### config.mk
export PLATFORM = sky130hd
export DESIGN_NAME = hazard_fwd_ctrl
export DESIGN_NICKNAME = d
export VERILOG_FILES = /design/src/rtl/hazard_fwd_ctrl.sv
export SDC_FILE = /design/constraint.sdc
export NUM_CORES = 1
export LEC_CHECK = 0
export ABC_CLOCK_PERIOD_IN_PS = 4300
export BUFFER_PORTS_ARGS = -buffer_cell sky130_fd_sc_hd__clkbuf_2
export CAP_MARGIN = 20
export CORE_MARGIN = 8
export CORE_UTILIZATION = 51
export CTS_CLUSTER_SIZE = 28
export DETAILED_ROUTE_END_ITERATION = 8
export HOLD_SLACK_MARGIN = 0.03
export PLACE_DENSITY_LB_ADDON = 0.1
export REMOVE_ABC_BUFFERS = 1
export SLEW_MARGIN = 10
export SYNTH_ARGS = -nofsm -noshare
export SYNTH_HDL_FRONTEND = slang
export SYNTH_SLANG_ARGS = --single-unit
### constraint.sdc
create_clock -name clk -period 4.3 [get_ports clk]
set_input_delay 0.43 -clock clk [delete_from_list [all_inputs] [get_ports clk]]
set_output_delay 0.43 -clock clk [all_outputs]
set_load 0.005 [all_outputs]
### src/rtl/hazard_fwd_ctrl.sv
// hazard_fwd_ctrl: hazard detection and operand forwarding for the pipelined MIPS core.
// It keeps a shadow pipeline of in-flight producers, picks a forwarding source for
// every read port of the ID instruction, and stalls ID until load data is reachable.
// Optional feature: define HAZ_PERF_CNT_EN to add the 32-bit stall_cnt output.
module hazard_fwd_ctrl #(
    parameter int ADDR_W   = 5,
    parameter int NSTG     = 3,
    parameter int NPORT    = 2,
    parameter int LOAD_STG = 2,
    parameter int SEL_W    = $clog2(NSTG)
) (
    input  logic                    clk,
    input  logic                    rst_n,
    input  logic                    id_valid,
    input  logic [NPORT*ADDR_W-1:0] id_src,
    input  logic [ADDR_W-1:0]       id_dest,
    input  logic                    id_reg_write,
    input  logic                    id_is_load,
    input  logic                    flush,
    output logic                    stall,
    output logic [NPORT*SEL_W-1:0]  fwd_sel,
    output logic [NSTG-1:0]         stg_valid
`ifdef HAZ_PERF_CNT_EN
    ,
    output logic [31:0]             stall_cnt
`endif
);

    logic [NSTG-1:0]        vld_q, vld_d;
    logic [NSTG-1:0]        wr_q, wr_d;
    logic [NSTG-1:0]        ld_q, ld_d;
    logic [ADDR_W-1:0]      dest_q [NSTG];
    logic [ADDR_W-1:0]      dest_d [NSTG];
    logic [NPORT*SEL_W-1:0] fwd_sel_q, fwd_sel_d;
    logic [NPORT*SEL_W-1:0] sel_calc;
    logic [NPORT-1:0]       hazard;
    logic [NPORT-1:0]       found;
    logic                   issue;

    // Per port, find the youngest matching producer; forward it if its data is
    // already in a pipeline register, otherwise flag a hazard. The last stage is
    // skipped because the register file write lands before the consumer reads it.
    always_comb begin
        sel_calc = '0;
        hazard   = '0;
        found    = '0;
        for (int p = 0; p < NPORT; p++) begin
            for (int k = 0; k < NSTG - 1; k++) begin
                if (!found[p] && vld_q[k] && wr_q[k] && (dest_q[k] != '0) &&
                    (dest_q[k] == id_src[p*ADDR_W +: ADDR_W])) begin
                    found[p] = 1'b1;
                    if (!ld_q[k] || (k + 1 >= LOAD_STG)) begin
                        sel_calc[p*SEL_W +: SEL_W] = SEL_W'(k + 1);
                    end else begin
                        hazard[p] = 1'b1;
                    end
                end
            end
        end
    end

    assign stall = id_valid & ~flush & (|hazard);
    assign issue = id_valid & ~flush & ~stall;

    // Advance the shadow pipeline one stage; stage 0 takes the issued instruction
    // or a bubble, and the selects are zeroed whenever nothing real enters EX.
    always_comb begin
        vld_d[0]  = issue;
        wr_d[0]   = id_reg_write;
        ld_d[0]   = id_is_load;
        dest_d[0] = id_dest;
        for (int k = 1; k < NSTG; k++) begin
            vld_d[k]  = vld_q[k-1];
            wr_d[k]   = wr_q[k-1];
            ld_d[k]   = ld_q[k-1];
            dest_d[k] = dest_q[k-1];
        end
        fwd_sel_d = issue ? sel_calc : '0;
    end

    // Stage entries and EX-aligned forwarding selects.
    always_ff @(posedge clk or negedge rst_n) begin
        if (!rst_n) begin
            vld_q     <= '0;
            wr_q      <= '0;
            ld_q      <= '0;
            fwd_sel_q <= '0;
            for (int k = 0; k < NSTG; k++) begin
                dest_q[k] <= '0;
            end
        end else begin
            vld_q     <= vld_d;
            wr_q      <= wr_d;
            ld_q      <= ld_d;
            fwd_sel_q <= fwd_sel_d;
            for (int k = 0; k < NSTG; k++) begin
                dest_q[k] <= dest_d[k];
            end
        end
    end

    assign fwd_sel   = fwd_sel_q;
    assign stg_valid = vld_q;

`ifdef HAZ_PERF_CNT_EN
    logic [31:0] stall_cnt_q, stall_cnt_d;

    // Count stalled cycles; wraps naturally at 32 bits and ignores flush.
    always_comb begin
        stall_cnt_d = stall ? (stall_cnt_q + 32'd1) : stall_cnt_q;
    end

    // Stall counter register.
    always_ff @(posedge clk or negedge rst_n) begin
        if (!rst_n) begin
            stall_cnt_q <= '0;
        end else begin
            stall_cnt_q <= stall_cnt_d;
        end
    end

    assign stall_cnt = stall_cnt_q;
`endif

endmodule

==> summary by stage <==
Floorplan
The floorplan has 15 rows. The die extent in y is roughly 57 um. The horizontal die dimension is approximately 57 um.

The initial core utilization is between 50% and 60%. 29 I/O pins were placed. The area of the placeable core is about 0.0017 mm2. The die covers between 0.003 and 0.004 mm2.

Setup path
The worst setup path is captured at a primary output. For this design, the slowest cell found on the critical path is sky130_fd_sc_hd__or4_4. Walking the worst path, the cells encountered are or4_4, o211ai_4, nor2_2, o211a_1, clkbuf_2. The critical path buffer and inverter count is 1. The register-to-register setup slack is around 2500 ps. At the worst endpoint, the arrival time is between 1500 and 2000 ps. The required time reported for the critical path endpoint is ~3900 ps. The worst setup path is launched from a register. On the critical path the largest part of the delay comes from simple AND/OR/NAND/NOR gates. The largest fanout on the critical path is 5. The class of the most critical setup path is register to primary output. On the worst path, the slowest cell contributes a delay of 570 ps.

Detailed routing
The iteration-0 DRC count of the detailed router is 8. Once detail routing completed, the nets flagged for antenna violations numbered 0. The average vias per placed instance is about 5.2. The routed wirelength normalized by instance count is 14.0 um.

For this run, design rule violations remaining after detail routing come to 0. The total via count after detailed routing is slightly below 600. The total wirelength of the detailed-routed design is 1570 um.

The first TritonRoute pass finished after 3 iterations.

Clock network
The number of hold buffers added after CTS is 0. In this run the number of H-tree levels came out at 1. The CTS clock-pin slew for the worst setup and hold paths is 100 ps. The number of setup buffers added after CTS is 0. The number of buffers created by CTS is 3. The number of gates resized after cts is 0. The buffer type at the clock tree root is sky130_fd_sc_hd__clkbuf_4. At the later pin of the worst-skew pair, clock insertion delay measures ~300 ps.

The TritonCTS clock tree is yes. The clock passes through at most 2 buffers. CTS saw 20 sinks.

Synth
The number of unique standard cell types used by synthesis is 18. By area the synthesized netlist is led by sky130_fd_sc_hd__dfrtp_1 (58%), sky130_fd_sc_hd__xor2_1 (12%), sky130_fd_sc_hd__xnor2_1 (8.2%). For this run, the number of Yosys warnings is 0. In the synthesized netlist, the number of instances is between 60 and 70. sky130_fd_sc_hd__dfrtp_1 takes more of the synthesized area than any other cell. The flop and latch count out of synthesis is 20. The synthesized design devotes to its leading area cell type between 50 and 60% of total area. After synthesis the cells add up to 856 um2. The sequential fraction of the synthesis area is slightly below 60%. Averaged over all synthesized cells, the footprint is between 10 and 15 um2.

Layout
The finished cells cover between 0.001 and 0.0015 mm2. The layout has 142 filler cells. From synthesis to final layout, the design area changed by 21.5%. Once layout is complete, the cells apart from fillers number 112. For this run, the post-layout net count is 118.

The number of antenna diodes in the final layout is 0. Leaving out fill and tap cells, the most frequent cell in the layout is sky130_fd_sc_hd__clkbuf_2. The library cells used most frequently in the layout, excluding fill and tap cells, are sky130_fd_sc_hd__clkbuf_2 (28), sky130_fd_sc_hd__dfrtp_1 (20), sky130_fd_sc_hd__xor2_1 (12). In the final layout, the share of cells above drive strength 1 is roughly two fifths.

STA
The fmax is 0.418 GHz. Between clock sinks in the finished design, the worst skew comes to a little under 6 ps. Setup repair after global routing left no endpoint under its margin. The final-report setup violation count is 0.

The final critical-path required period is around 2400 ps. The share of the clock period used by the worst path is ~56%. At the pin with the least slew margin, the transition time is around 470 ps. The final-report max-slew violation count is 0.

The number of failing hold endpoints at the final stage was 0. Setup total negative slack on the finished layout was measured at 0 ps. The max-slew headroom at the worst pin is between 60% and 70%.

Flow run
The number of violations of the max-capacitance limit is 0.

Place
The count of buffers added on input and output ports is 28. After detailed placement, the design holds a cell count of ~110. The final weighted congestion of routability-driven global placement is 0.778. The final HPWL from detailed placement is approximately 1300 um.

The total cell area at the placement stage is around 0.001 mm2.

Global route
The maximum number of pins on one net before global-route repair is 21. The via count of the first global-routing pass is around 600. The total global-route track usage is between 10% and 20%. The first global-routing pass estimated roughly 2800 um of wire. After global routing the overflow that remains totals 0.

The initial antenna violation count is 0.

Pwr
The static leakage is a little over 0.5 nW. In this run the power density over the cells is around 320 mW/mm2. The sum of internal, switching and leakage power is ~0.33 mW. VDD sags by at most around 0.24 mV.

Hold path
The classification of the worst-slack hold path is primary input to asynchronous set/reset pin.

Run status
The flow ran to the end, and the final reports show no timing, DRC or antenna violations.
[kinds of logic after synthesis]
logic type,count (synthesis),share of synthesized area (%)
AND/OR/NAND/NOR,17,11.7
AO/OA/AOI/OAI,6,8.92
buffers and inverters,1,0.438
XOR/XNOR,20,20.5
flip-flops,20,58.5
[final timing paths]
kind / from / endpoint / cells after the start
worst max-delay path: dest_d[6] / stall / 5
worst min-delay path: rst_n / dest_d[4] / 1
worst max register to register: dest_d[6] / fwd_sel[3] / 4
worst min register to register: stg_valid[1] / stg_valid[2] / 0
max in group asynchronous: rst_n / ld_q[0] / 1
min in group clk: id_dest[3] / dest_d[8] / 1
[report_power, final]
part	leakage [nW]	internal [mW]	switching, mW	total (mW)
sequential	0.246	0.196	0.00908	0.205
combinational	0.247	0.0200	0.0183	0.0382
clock	0.0138	0.0327	0.0520	0.0846
total	0.507	0.248	0.0793	0.328
[flip-flops by register name (all words and copies together) (netlist names)]
register,flops
stg_valid,3
ld_q,1
dest_d,10
fwd_sel,4
wr_q,2
[through the flow]
step | setup slack (ps) | hold slack [ps] | util (%)
final | 1910 | 63.6 | 63.0
after global routing | 1810 | 99.4 | 63.0
after CTS | 1880 | 72.2 | 63.0
after global placement | 2270 | 402 | 61.6
after detailed placement | 2230 | 410 | 61.6
after floorplan | 2400 | 134 | -
[cells in the mapped netlist]
cell and n:
sky130_fd_sc_hd__o2111ai_1 1, sky130_fd_sc_hd__nor4_1 2, sky130_fd_sc_hd__a2111oi_2 2, sky130_fd_sc_hd__nand2b_1 1
sky130_fd_sc_hd__o211ai_4 1, sky130_fd_sc_hd__nor2_2 2, sky130_fd_sc_hd__inv_1 1, sky130_fd_sc_hd__or4_1 1
sky130_fd_sc_hd__a31oi_1 1, sky130_fd_sc_hd__nor2b_1 1, sky130_fd_sc_hd__or4_4 1, sky130_fd_sc_hd__xor2_1 12
sky130_fd_sc_hd__dfrtp_1 20, sky130_fd_sc_hd__nor3_1 4, sky130_fd_sc_hd__nand3_1 4, sky130_fd_sc_hd__xnor2_1 8
sky130_fd_sc_hd__nand2_1 1, sky130_fd_sc_hd__o211a_1 1
[layer usage]
layer | global-route usage (%) | vias to the layer above | part of all wire (%)
met1 | 13.0 | 268 | 44
li1 | - | 291 | -
met3 | 4.43 | 5 | 7.1
met2 | 16.7 | 19 | 47
met4 | 6.04 | 0 | 2.7
met5 | 0 | - | 0
[layout make-up]
| cell class | count | area, um2 | area share [%] |
|---|---|---|---|
| Tap cell | 17 | 21.3 | 2.05 |
| Sequential cell | 20 | 500 | 48.1 |
| Multi-Input combinational cell | 43 | 352 | 33.8 |
| Timing Repair Buffer | 28 | 140 | 13.5 |
| Clock buffer | 3 | 22.5 | 2.17 |
| Inverter | 1 | 3.75 | 0.361 |
No activity file was read; power rests on OpenSTA's default activity.
